==> src/rtl/pipeline_hazard_ctrl_pkg.sv <==
// hazard_pkg: shared state encodings and register-index constants for the hazard controller
package hazard_pkg;
  localparam int DEF_REG_ADDR_W = 5;
  localparam logic [4:0] X0 = 5'd0;
  localparam logic [1:0] ST_RUN      = 2'd0;
  localparam logic [1:0] ST_MEM_WAIT = 2'd1;
  localparam logic [1:0] ST_ERR      = 2'd2;
endpackage

==> src/rtl/pipeline_hazard_ctrl_if.sv <==
// pipeline_hazard_ctrl_if: pipeline-side status and register-control bundle (perf outputs under HAZARD_PERF_EN)
interface pipeline_hazard_ctrl_if #(parameter int REG_ADDR_W = 5);
  logic [REG_ADDR_W-1:0] id_rs1_i;
  logic [REG_ADDR_W-1:0] id_rs2_i;
  logic                  id_use_rs2_i;
  logic                  ex_memread_i;
  logic [REG_ADDR_W-1:0] ex_rd_i;
  logic                  branch_taken_i;
  logic                  mem_req_i;
  logic                  mem_ready_i;
  logic                  pc_we_o;
  logic                  if_id_we_o;
  logic                  if_id_flush_o;
  logic                  id_ex_we_o;
  logic                  id_ex_bubble_o;
  logic                  ex_mem_we_o;
  logic                  mem_err_o;
  logic [1:0]            state_o;
`ifdef HAZARD_PERF_EN
  logic [31:0]           perf_stall_o;
  logic [31:0]           perf_flush_o;
`endif
  modport master (
    input  id_rs1_i, id_rs2_i, id_use_rs2_i, ex_memread_i, ex_rd_i,
           branch_taken_i, mem_req_i, mem_ready_i,
    output pc_we_o, if_id_we_o, if_id_flush_o, id_ex_we_o, id_ex_bubble_o,
           ex_mem_we_o, mem_err_o, state_o
`ifdef HAZARD_PERF_EN
    , output perf_stall_o, perf_flush_o
`endif
  );
  modport slave (
    output id_rs1_i, id_rs2_i, id_use_rs2_i, ex_memread_i, ex_rd_i,
           branch_taken_i, mem_req_i, mem_ready_i,
    input  pc_we_o, if_id_we_o, if_id_flush_o, id_ex_we_o, id_ex_bubble_o,
           ex_mem_we_o, mem_err_o, state_o
`ifdef HAZARD_PERF_EN
    , input perf_stall_o, perf_flush_o
`endif
  );
endinterface

==> src/rtl/pipeline_hazard_ctrl_lu_detect.sv <==
// hazard_lu_detect: flags an ID instruction reading the destination of a load still in EX
module hazard_lu_detect
  import hazard_pkg::*;
#(
  parameter int REG_ADDR_W = DEF_REG_ADDR_W
) (
  input  logic                  ex_memread,
  input  logic [REG_ADDR_W-1:0] ex_rd,
  input  logic [REG_ADDR_W-1:0] id_rs1,
  input  logic [REG_ADDR_W-1:0] id_rs2,
  input  logic                  id_use_rs2,
  output logic                  lu
);
  // x0 never carries a real dependency
  always_comb
    lu = ex_memread & (ex_rd != REG_ADDR_W'(X0)) &
         ((ex_rd == id_rs1) | (id_use_rs2 & (ex_rd == id_rs2)));
endmodule

==> src/rtl/pipeline_hazard_ctrl.sv <==
// pipeline_hazard_ctrl: stall/flush sequencer for PC, IF/ID, ID/EX, EX/MEM; HAZARD_PERF_EN adds stall/flush counters
module pipeline_hazard_ctrl
  import hazard_pkg::*;
#(
  parameter int REG_ADDR_W  = DEF_REG_ADDR_W,
  parameter int TMO_W       = 8,
  parameter int MEM_TIMEOUT = 200
) (
  input logic clk_i,
  input logic rst_i,
  pipeline_hazard_ctrl_if.master bus
);
  logic [1:0]       state, state_nx;
  logic [TMO_W-1:0] cnt, cnt_nx;
  logic             err, err_nx;
  logic             lu, stall, go;

  hazard_lu_detect #(.REG_ADDR_W(REG_ADDR_W)) u_lu (
    .ex_memread (bus.ex_memread_i),
    .ex_rd      (bus.ex_rd_i),
    .id_rs1     (bus.id_rs1_i),
    .id_rs2     (bus.id_rs2_i),
    .id_use_rs2 (bus.id_use_rs2_i),
    .lu         (lu)
  );

  // memory stall dominates; a MEM_WAIT cycle with ready behaves as a normal RUN cycle
  always_comb begin
    stall = (state == ST_RUN)      ? (bus.mem_req_i & ~bus.mem_ready_i) :
            (state == ST_MEM_WAIT) ? ~bus.mem_ready_i : 1'b1;
    go = rst_i & ~stall;
    bus.pc_we_o        = go & ~lu;
    bus.if_id_we_o     = go & ~lu;
    bus.if_id_flush_o  = ~rst_i | (go & ~lu & bus.branch_taken_i);
    bus.id_ex_we_o     = go;
    bus.id_ex_bubble_o = ~rst_i | (go & lu);
    bus.ex_mem_we_o    = go;
    bus.mem_err_o      = err;
    bus.state_o        = state;
  end

  // next state, saturating wait counter and sticky timeout flag
  always_comb begin
    state_nx = state;
    cnt_nx   = cnt;
    err_nx   = err;
    if (state == ST_RUN) begin
      if (stall) begin
        state_nx = ST_MEM_WAIT;
        cnt_nx   = TMO_W'(1);
      end
    end else if (state == ST_MEM_WAIT) begin
      if (bus.mem_ready_i) begin
        state_nx = ST_RUN;
        cnt_nx   = '0;
      end else if (cnt >= TMO_W'(MEM_TIMEOUT - 1)) begin
        state_nx = ST_ERR;
        cnt_nx   = TMO_W'(MEM_TIMEOUT);
        err_nx   = 1'b1;
      end else begin
        cnt_nx = cnt + TMO_W'(1);
      end
    end else begin
      state_nx = ST_ERR;
      err_nx   = 1'b1;
    end
  end

  // control state registers
  always_ff @(posedge clk_i or negedge rst_i)
    if (!rst_i) begin
      state <= ST_RUN;
      cnt   <= '0;
      err   <= 1'b0;
    end else begin
      state <= state_nx;
      cnt   <= cnt_nx;
      err   <= err_nx;
    end

`ifdef HAZARD_PERF_EN
  logic [31:0] perf_stall, perf_flush;

  // saturating counts of frozen-PC and flush cycles
  always_ff @(posedge clk_i or negedge rst_i)
    if (!rst_i) begin
      perf_stall <= '0;
      perf_flush <= '0;
    end else begin
      if (!bus.pc_we_o && perf_stall != '1) perf_stall <= perf_stall + 32'd1;
      if (bus.if_id_flush_o && perf_flush != '1) perf_flush <= perf_flush + 32'd1;
    end

  // expose the counters
  always_comb begin
    bus.perf_stall_o = perf_stall;
    bus.perf_flush_o = perf_flush;
  end
`endif
endmodule
==> src/flat_wrapper.sv <==
// flat-port wrapper written by rule: the top's interface ports become plain ports
module pipeline_hazard_ctrl_flat import hazard_pkg::*;
#(
  parameter int REG_ADDR_W  = DEF_REG_ADDR_W,
  parameter int TMO_W       = 8,
  parameter int MEM_TIMEOUT = 200
)
  (clk_i, rst_i, bus_id_rs1_i, bus_id_rs2_i, bus_id_use_rs2_i, bus_ex_memread_i, bus_ex_rd_i, bus_branch_taken_i, bus_mem_req_i, bus_mem_ready_i, bus_pc_we_o, bus_if_id_we_o, bus_if_id_flush_o, bus_id_ex_we_o, bus_id_ex_bubble_o, bus_ex_mem_we_o, bus_mem_err_o, bus_state_o);
  pipeline_hazard_ctrl_if #(.REG_ADDR_W(REG_ADDR_W)) bus_i ();
  input logic clk_i;
  input logic rst_i;
  input wire logic [$bits(bus_i.id_rs1_i)-1:0] bus_id_rs1_i;
  input wire logic [$bits(bus_i.id_rs2_i)-1:0] bus_id_rs2_i;
  input wire logic [$bits(bus_i.id_use_rs2_i)-1:0] bus_id_use_rs2_i;
  input wire logic [$bits(bus_i.ex_memread_i)-1:0] bus_ex_memread_i;
  input wire logic [$bits(bus_i.ex_rd_i)-1:0] bus_ex_rd_i;
  input wire logic [$bits(bus_i.branch_taken_i)-1:0] bus_branch_taken_i;
  input wire logic [$bits(bus_i.mem_req_i)-1:0] bus_mem_req_i;
  input wire logic [$bits(bus_i.mem_ready_i)-1:0] bus_mem_ready_i;
  output wire logic [$bits(bus_i.pc_we_o)-1:0] bus_pc_we_o;
  output wire logic [$bits(bus_i.if_id_we_o)-1:0] bus_if_id_we_o;
  output wire logic [$bits(bus_i.if_id_flush_o)-1:0] bus_if_id_flush_o;
  output wire logic [$bits(bus_i.id_ex_we_o)-1:0] bus_id_ex_we_o;
  output wire logic [$bits(bus_i.id_ex_bubble_o)-1:0] bus_id_ex_bubble_o;
  output wire logic [$bits(bus_i.ex_mem_we_o)-1:0] bus_ex_mem_we_o;
  output wire logic [$bits(bus_i.mem_err_o)-1:0] bus_mem_err_o;
  output wire logic [$bits(bus_i.state_o)-1:0] bus_state_o;
  assign bus_i.id_rs1_i = bus_id_rs1_i;
  assign bus_i.id_rs2_i = bus_id_rs2_i;
  assign bus_i.id_use_rs2_i = bus_id_use_rs2_i;
  assign bus_i.ex_memread_i = bus_ex_memread_i;
  assign bus_i.ex_rd_i = bus_ex_rd_i;
  assign bus_i.branch_taken_i = bus_branch_taken_i;
  assign bus_i.mem_req_i = bus_mem_req_i;
  assign bus_i.mem_ready_i = bus_mem_ready_i;
  assign bus_pc_we_o = bus_i.pc_we_o;
  assign bus_if_id_we_o = bus_i.if_id_we_o;
  assign bus_if_id_flush_o = bus_i.if_id_flush_o;
  assign bus_id_ex_we_o = bus_i.id_ex_we_o;
  assign bus_id_ex_bubble_o = bus_i.id_ex_bubble_o;
  assign bus_ex_mem_we_o = bus_i.ex_mem_we_o;
  assign bus_mem_err_o = bus_i.mem_err_o;
  assign bus_state_o = bus_i.state_o;
  pipeline_hazard_ctrl #(.REG_ADDR_W(REG_ADDR_W), .TMO_W(TMO_W), .MEM_TIMEOUT(MEM_TIMEOUT)) u_core (.clk_i(clk_i), .rst_i(rst_i), .bus(bus_i));
endmodule
==> config.mk <==
export PLATFORM = sky130hd
export DESIGN_NAME = pipeline_hazard_ctrl_flat
export DESIGN_NICKNAME = d
export VERILOG_FILES = /design/src/rtl/pipeline_hazard_ctrl_pkg.sv /design/src/rtl/pipeline_hazard_ctrl_if.sv /design/src/rtl/pipeline_hazard_ctrl_lu_detect.sv /design/src/rtl/pipeline_hazard_ctrl.sv /design/src/flat_wrapper.sv
export SDC_FILE = /design/constraint.sdc
export NUM_CORES = 1
export LEC_CHECK = 0
export BUFFER_PORTS_ARGS = -buffer_cell sky130_fd_sc_hd__buf_2
export CAP_MARGIN = 20
export CORE_AREA = 4 4 44 65
export DETAILED_ROUTE_END_ITERATION = 12
export DIE_AREA = 0 0 48 69
export HOLD_SLACK_MARGIN = 0.15
export PLACE_DENSITY = 0.6
export SYNTH_ARGS = -nofsm -noshare
export SYNTH_HDL_FRONTEND = slang
export SYNTH_SLANG_ARGS = --single-unit
==> constraint.sdc <==
create_clock -name clk_i -period 4.5 [get_ports clk_i]
set_input_delay 0.9 -clock clk_i [delete_from_list [all_inputs] [get_ports clk_i]]
set_output_delay 0.9 -clock clk_i [all_outputs]
set_load 0.01 [all_outputs]
## After elaboration in Yosys (flattened, before gate mapping)

Index checks and enable logic that the tools add are counted.

| word-level totals | value |
|---|---|
| word-level logic and storage cells | 49 |
| register bits | 11 |
| input port bits | 22 |

| operators by class | value |
|---|---|
| equal/unequal tests | 7 |
| multiplexer cells | 15 |
| $add $sub $neg | 1 |
| magnitude comparators | 1 |
| reductions and logical operators | 6 |
| bitwise operators | 16 |

Operator list:

| operator | number |
|---|---|
| $mux 8 | 5 |
| $eq 5x5->1 | 2 |
| $mux 2 | 5 |
| $add 8x1->8 const B | 1 |
| $and 1x1->1 | 8 |
| $ge 8x8->1 const B | 1 |
| $mux 1 | 5 |
| $not 1->1 | 5 |
| $reduce_bool 5->1 | 1 |
| $ne 2x2->1 const B | 2 |
| $ne 4x3->1 const B | 1 |
| $reduce_and 2->1 | 2 |
| $or 1x1->1 | 3 |
| $reduce_and 3->1 | 1 |
| $eq 2x1->1 const B | 1 |
| $logic_not 2->1 | 1 |
| $ne 2x1->1 const B | 1 |
| $reduce_bool 2->1 | 1 |

## Longest topological paths before layout

Gate-level depths: netlist of run 1.

| logic depth | value |
|---|---|
| depth in word-level cells | 8 |
| depth in mapped cells | 5 |
| gate-level depth less buffers | 5 |

## Modules after synthesis

A second synthesis of run 1 with hierarchy kept.

| unflattened totals | value |
|---|---|
| cells, all modules | 87 |
| area total of the unflattened synthesis | 802.0 µm² |

By module, submodules not included:

| module | times used | area an instance (µm²) | cells an instance |
|---|---|---|---|
| pipeline_hazard_ctrl | 1 | 669.4 | 70 |
| hazard_lu_detect | 1 | 132.6 | 17 |

## Worst setup path before layout of run 1

OpenSTA, ideal clock, no wires.

| timing | value |
|---|---|
| path type | input port to output port |
| from | in bus_ex_rd_i[0] |
| to | out bus_pc_we_o |
| data required time | 3600 ps |
| data arrival time | 2149 ps |
| stages on the path | 4 |
| buffers on the path | 1 |
| slack | 1451 ps |
| path through | or4_1 > o21a_1 > a21boi_0 > buf_4 |

| on the way | value |
|---|---|
| cells in the longest elaborated chain, start to end | 6 |
| elaborated cells between the ends (all ways) | 9 |
| classes of those cells | eq/ne: 2; bitwise: 6; reduce/logical: 1 |

RTL lines:

| element | line | text |
|---|---|---|
| from (decl) | flat_wrapper.sv:16 | `input wire logic [$bits(bus_i.ex_rd_i)-1:0] bus_ex_rd_i;` |
| $eq 5x5->1 | pipeline_hazard_ctrl_lu_detect.sv:17 | `((ex_rd == id_rs1) \| (id_use_rs2 & (ex_rd == id_rs2)));` |
| $and 1x1->1 | pipeline_hazard_ctrl_lu_detect.sv:17 |  |
| $or 1x1->1 | pipeline_hazard_ctrl_lu_detect.sv:17 |  |
| $and 1x1->1 (*) | pipeline_hazard_ctrl_lu_detect.sv:16 | `lu = ex_memread & (ex_rd != REG_ADDR_W'(X0)) &` |
| $not 1->1 (*) | - |  |
| $and 1x1->1 (*) | - |  |
| to (decl) | flat_wrapper.sv:20 | `output wire logic [$bits(bus_i.pc_we_o)-1:0] bus_pc_we_o;` |

Every way passes the cells marked *; elsewhere a longest branch is shown, timed or not.

## Worst setup path after layout of run 1

| timing | value |
|---|---|
| from | in bus_ex_rd_i[0] |
| to | out bus_if_id_we_o |

| on the way | value |
|---|---|
| cells in the longest elaborated chain, start to end | 6 |
| elaborated cells between the ends (all ways) | 9 |
| classes of those cells | eq/ne: 2; bitwise: 6; reduce/logical: 1 |

RTL lines:

| element | line | text |
|---|---|---|
| $eq 5x5->1 | pipeline_hazard_ctrl_lu_detect.sv:17 |  |
| $and 1x1->1 | pipeline_hazard_ctrl_lu_detect.sv:17 |  |
| $or 1x1->1 | pipeline_hazard_ctrl_lu_detect.sv:17 |  |
| $and 1x1->1 (*) | pipeline_hazard_ctrl_lu_detect.sv:16 |  |
| $not 1->1 (*) | pipeline_hazard_ctrl.sv:33 | `bus.if_id_we_o = go & ~lu;` |
| $and 1x1->1 (*) | pipeline_hazard_ctrl.sv:33 |  |
| to (decl) | flat_wrapper.sv:21 | `output wire logic [$bits(bus_i.if_id_we_o)-1:0] bus_if_id_we_o;` |

Marked as above.

==> impl_metrics.toml, run 1 <==
[power]
power_leakage_nw = 0.4464
power.share.clock = 0.342
ir_worst_vdd_mv = 0.1329
combPwrFrac = 0.156
power_frac_seq = 0.502
power_density_nw_per_um2 = 203.8
switching_share = 0.2410
p_int_mw = 0.1492
power_switching_mw = 0.04737

[detailed_routing]
wire_per_inst_um = 13.99
ant_nets = 0
dr.pass1.iters = 4
viasPerCell = 5.429
drcViolationCount = 0
vias = 760
drtIter0Drc = 21
routed_wl_um = 1958

[global_route]
grt.overflow.total = 0
gr-usage-all-layers = 0.1265
grt_max_degree = 14
grt_pass1_vias = 730
grt_pass1_wl_um = 3174
antenna_found_initial = 0

[flow_run]
drv_cap = 0

[outcome]
status = "completed"

[logic_synthesis]
yosysSeqAreaShare = 0.3531
synth.avg_cell_area_sq_um = 9.064
synth_area_sq_um = 779.5
synthArstFlopShare = 1.000
synth_edf_count = 0
synthCells = 86
yosys_warnings = 0
post_synth_num_cell_types = 35
synth_nets = 109
ys_ff_latch = 11
synth_ff_type = "dfrtp_1"

[sta]
hold_viol_final = 0
finClkSkew_ns = 0.003500
max_slew_margin = 0.7493
setup_viol = 0
fin_ws_ns = 1.461
worstMarginPinSlew_ns = 0.3732
rsz0062_at_grt = "false"
fin_setup_tns_ns = 0
finalCritPeriodShare = 0.6753
maxSlewViolCount = 0
fmax_mhz = 329.1
min_period_ns = 3.039

[clocking]
cts_buffer_depth = 2
cts_tree = "done"
cts.clk_slew.worst_paths_ns = 0.07
insertion_delay_ns = 0.27
root_buffer = "clkbuf_4"
postCtsSetupBuffers = 0
numCtsBuffers = 3
cts_hold_buf = 0
cts_sinks = 11
ctsResizeCount = 0
htreeDepth = 1

[critical_path]
cp_slowest_cell = "or4_1"
worstPathRequired_ns = 3.60
critical_path_class = "in -> out"
critPathLaunchType = "primary input"
worst-path-max-fanout = 3
reg2reg_depth = 5
crit_top_cell = "buf_2"
path_cells = "buf_2 -> or4_1 -> o21a_1 -> a21boi_0 -> buf_2"
slowest_delay_ns = 0.51
cp_data_arrival_time_ns = 2.14
end_kind = "output pin"

[floorplan]
dieArea_sq_um = 3312
io_pins = 31
core_sq_um = 2260
rows = 21
die_w_um = 48
initial_core_util = 0.3450
die_h_um = 69

[hold_path]
hold_path_depth = 1
min_path_type = "reg -> reg"

[final_layout]
fillerInstances = 225
layout.nets = 141
finalInstanceArea_sq_um = 964.7
n_antenna_cell = 0
area_delta_synth_final_pct = 23.76
layout-drive-gt1-share = 0.3333

[placed_design]
dp_hpwl_um = 1592
gp_congestion = 0.7933
post-place-ws_ns = 1.460
placed_area_sq_um = 938.4
io_buffers = 30
## metrics by stage
stage	hold WS, ns	util	power (mW)	cells
finish	0.4623	0.4269	0.1966	140
global placement	0.4474	0.4153	0.1310	136
global route	0.5200	0.4269	0.2062	140
detailed placement	0.4569	0.4153	0.1318	136
CTS	0.4731	0.4269	0.1984	140
floorplan	0.5039	-	0.1148	86
## kinds of logic (layout without fill, tap and decap cells)
kind of cell	after synthesis	after routing	share of synthesized area
AOI/OAI and AO/OA	28	28	0.2761
xor gates and xnor gates	11	11	0.1236
adders and majority gates	1	1	0.01605
buffers and inverters	8	39	0.04975
DFF	11	11	0.3531
and+or+nand+nor	27	27	0.1814
## layout by cell type (no fill, tap or decap), drive strengths merged, types with 2 or more instances in the layout
cell type / instances
xnor2: 10
a21oi: 3
inv: 5
nand2b: 2
nand2: 5
nor2: 7
o22ai: 2
a31oi: 5
nand3: 4
dfrtp: 11
a21o: 3
clkbuf: 4
nor3: 2
buf: 30
o21ai: 3
a22o: 2
and3: 2
## routing by layer
layer	vias to the layer above	global-route usage	share of wire
met1	345	0.1461	0.39
met3	5	0.01823	0.086
met4	0	0.04491	0.013
met5	-	0	0
li1	378	-	-
met2	32	0.2194	0.51
## power by group through the flow
stage	sequential [mW]	clock (mW)	combinational (mW)
CTS	0.0988	0.0685	0.0312
detailed placement	0.101	0	0.0311
global placement	0.101	0	0.0303
finish	0.0988	0.0672	0.0306
floorplan	0.101	0	0.0140
global route	0.0987	0.0739	0.0335
## final timing paths
path | start | endpoint | slack [ns]
worst max-delay path | bus_ex_rd_i[0] | bus_if_id_we_o | 1.46
worst min-delay path | u_core.bus.mem_err_o$_DFFE_PN0P_ | u_core.bus.mem_err_o$_DFFE_PN0P_ | 0.46
worst max register to register | u_core.cnt[0]$_DFFE_PN0P_ | u_core.cnt[5]$_DFFE_PN0P_ | 2.63
worst min register to register | u_core.bus.mem_err_o$_DFFE_PN0P_ | u_core.bus.mem_err_o$_DFFE_PN0P_ | 0.46
max in group asynchronous | rst_i | u_core.cnt[1]$_DFFE_PN0P_ | 3.78
min in group asynchronous | rst_i | u_core.cnt[7]$_DFFE_PN0P_ | 0.50
## synth_stat cells, types with 2 or more instances
| master | count | area share |
|---|---|---|
| nand2_1 | 5 | 0.024 |
| nor2_1 | 7 | 0.034 |
| a21oi_1 | 3 | 0.019 |
| inv_1 | 5 | 0.024 |
| dfrtp_1 | 11 | 0.35 |
| xnor2_1 | 10 | 0.11 |
| nand2b_1 | 2 | 0.016 |
| nand3_1 | 4 | 0.026 |
| a22o_1 | 2 | 0.022 |
| o21ai_0 | 3 | 0.019 |
| a21o_1 | 3 | 0.029 |
| nor3_1 | 2 | 0.013 |
| buf_4 | 2 | 0.019 |
| o22ai_1 | 2 | 0.016 |
| and3_1 | 2 | 0.016 |
| a31oi_1 | 4 | 0.032 |
## worst max-delay path, delay by kind of cell
kind | cells | cell delay [ns]
compound gates | 2 | 0.43
buf+inv | 2 | 0.30
simple gates | 1 | 0.51
## flip-flops by register name (all words and copies together), names as in the netlist
register              cells
u_core.cnt                8
u_core.bus.state_o        2
u_core.bus.mem_err_o      1
## cell type report
class | instances | area [sq um] | share of cell area
Multi-Input combinational cell | 67 | 465.4 | 0.4825
Sequential cell | 11 | 275.3 | 0.2853
Timing Repair Buffer | 30 | 150.1 | 0.1556
Tap cell | 23 | 28.78 | 0.02983
Clock buffer | 4 | 26.28 | 0.02724
Inverter | 5 | 18.77 | 0.01946
No activity file was read; power rests on OpenSTA's default activity.
==> inputs of run 2 (changes only) <==
Clock period 4.5 ns to 3 ns, I/O delays scaled along.
==> impl_metrics.toml, run 2 (synthesis results as in run 1) <==
[final_layout]
area_delta_synth_final_pct = 24.72
seq_area_sq_um = 275.3
multi_input_area_sq_um = 465.4
fin_util = 0.4302
layout.nets = 142
fillerInstances = 231
largest_register_ff_count = 8
n_antenna_cell = 0
layout_commonest_cell = "buf_2"
layout-drive-gt1-share = 0.3390
largest-register = "u_core.cnt"
final_cell_mix = "buf_2 (30), dfrtp_1 (11), xnor2_1 (10)"

[outcome]
status = "completed"

[detailed_routing]
drcViolationCount = 0
routed_wl_um = 2059
dr.pass1.iters = 4
ant_nets = 0
wire_per_inst_um = 14.60
viasPerCell = 5.716
vias = 806
drtIter0Drc = 16

[clocking]
cts_hold_buf = 0
postCtsSetupBuffers = 0
insertion_delay_ns = 0.28
root_buffer = "clkbuf_4"
htreeDepth = 1
cts_buffer_depth = 2
cts_sinks = 11
cts_tree = "done"
numCtsBuffers = 3
cts.clk_slew.worst_paths_ns = 0.07
ctsResizeCount = 0

[critical_path]
crit_top_cell = "buf_2"
r2r_slack_ns = 1.12
cp_slowest_cell = "or4_1"
end_kind = "output pin"
worst-path-max-fanout = 3
r2r-start = "u_core.cnt[0]$_DFFE_PN0P_"
slowest_delay_ns = 0.51
r2r_end = "u_core.cnt[2]$_DFFE_PN0P_"
critPathLaunchType = "primary input"
cp_data_arrival_time_ns = 1.84
critical_path_class = "in -> out"
path_cells = "buf_2 -> or4_1 -> o21a_1 -> a21boi_0 -> buf_2"
reg2reg_depth = 5
crit_path_end = "bus_if_id_we_o"
critPathLaunch = "bus_ex_rd_i[0]"
worstPathRequired_ns = 2.40

[global_route]
grt.overflow.total = 0
antenna_found_initial = 0
met2_usage = 0.2268
grt.met3_usage = 0.04427
busiest_layer = "met2"
grt_pass1_wl_um = 3229
gr-usage-all-layers = 0.1343
grt_pass1_vias = 813
use_met1 = 0.1252
grt_max_degree = 13

[power]
p_int_mw = 0.2250
combPwrFrac = 0.158
power_leakage_nw = 0.4512
power_density_nw_per_um2 = 310.7
ir_worst_vdd_mv = 0.1759
switching_share = 0.2552
power_switching_mw = 0.07709
power.share.clock = 0.352
power_frac_seq = 0.490

[sta]
finClkSkew_ns = 0.0007479
min_period_ns = 2.435
setup_viol = 0
worstMarginPinSlew_ns = 0.3405
rsz0062_at_grt = "false"
fin_setup_tns_ns = 0
hold_viol_final = 0
fmax_mhz = 410.7
finalCritPeriodShare = 0.8117
maxSlewViolCount = 0
max_slew_margin = 0.7712

[floorplan]
die_w_um = 48
die_h_um = 69
dieArea_sq_um = 3312
core_sq_um = 2260
rows = 21
io_pins = 31
initial_core_util = 0.3450

[placed_design]
io_buffers = 30
dp_hpwl_um = 1685
gp_congestion = 0.8235

[hold_path]
min_path_type = "in -> async"

[flow_run]
drv_cap = 0
==> run 2: stage by stage <==
step | power (mW) | hold slack [ns] | cells | area, sq um | setup slack (ns)
2_1_floorplan | 0.1722 | 0.3044 | 86 | 779.5 | 0.5510
6_report | 0.3021 | 0.2742 | 141 | 972.2 | 0.5650
4_1_cts | 0.3033 | 0.2847 | 141 | 972.2 | 0.5629
5_1_grt | 0.3182 | 0.2799 | 141 | 972.2 | 0.5303
3_3_place_gp | 0.1979 | 0.4475 | 137 | 945.9 | 0.6075
3_5_place_dp | 0.1995 | 0.4576 | 137 | 945.9 | 0.5695
==> run 2: power groups by stage <==
stage,clock [mW],combinational (mW),sequential [mW]
3_3_place_gp,0,0.0469,0.151
5_1_grt,0.118,0.0516,0.148
3_5_place_dp,0,0.0484,0.151
4_1_cts,0.107,0.0487,0.148
6_report,0.106,0.0477,0.148
2_1_floorplan,0,0.0210,0.151
==> run 2: cell type report <==
class | instances | share of cell area
flip-flops and latches | 11 | 0.2831
repair buffers | 31 | 0.1622
multi-input cells | 67 | 0.4788
inverters | 5 | 0.01931
well taps | 23 | 0.02960
clock buffers | 4 | 0.02703
==> run 2: worst max-delay path: cells and delay by family <==
kind	cells	cell delay, ns
buf+inv	2	0.30
compound gates	2	0.42
simple gates	1	0.51
==> run 2: worst min-delay path by stage <==
stage | from | to | slack [ns] | depth (start not counted)
floorplan | rst_i | u_core.bus.mem_err_o$_DFFE_PN0P_ | 0.30 | 0
global placement | u_core.bus.mem_err_o$_DFFE_PN0P_ | u_core.bus.mem_err_o$_DFFE_PN0P_ | 0.45 | 1
detailed placement | u_core.bus.mem_err_o$_DFFE_PN0P_ | u_core.bus.mem_err_o$_DFFE_PN0P_ | 0.46 | 1
CTS | rst_i | u_core.cnt[7]$_DFFE_PN0P_ | 0.28 | 2
global route | rst_i | u_core.bus.state_o[1]$_DFFE_PN0P_ | 0.28 | 2
finish | rst_i | u_core.cnt[6]$_DFFE_PN0P_ | 0.27 | 2
==> run 2: per-layer routing <==
layer / wire, um / up-vias
met4: 65 / 0
li1: - / 382
met3: 220 / 9
met1: 726 / 375
met2: 1047 / 40
met5: 0 / -
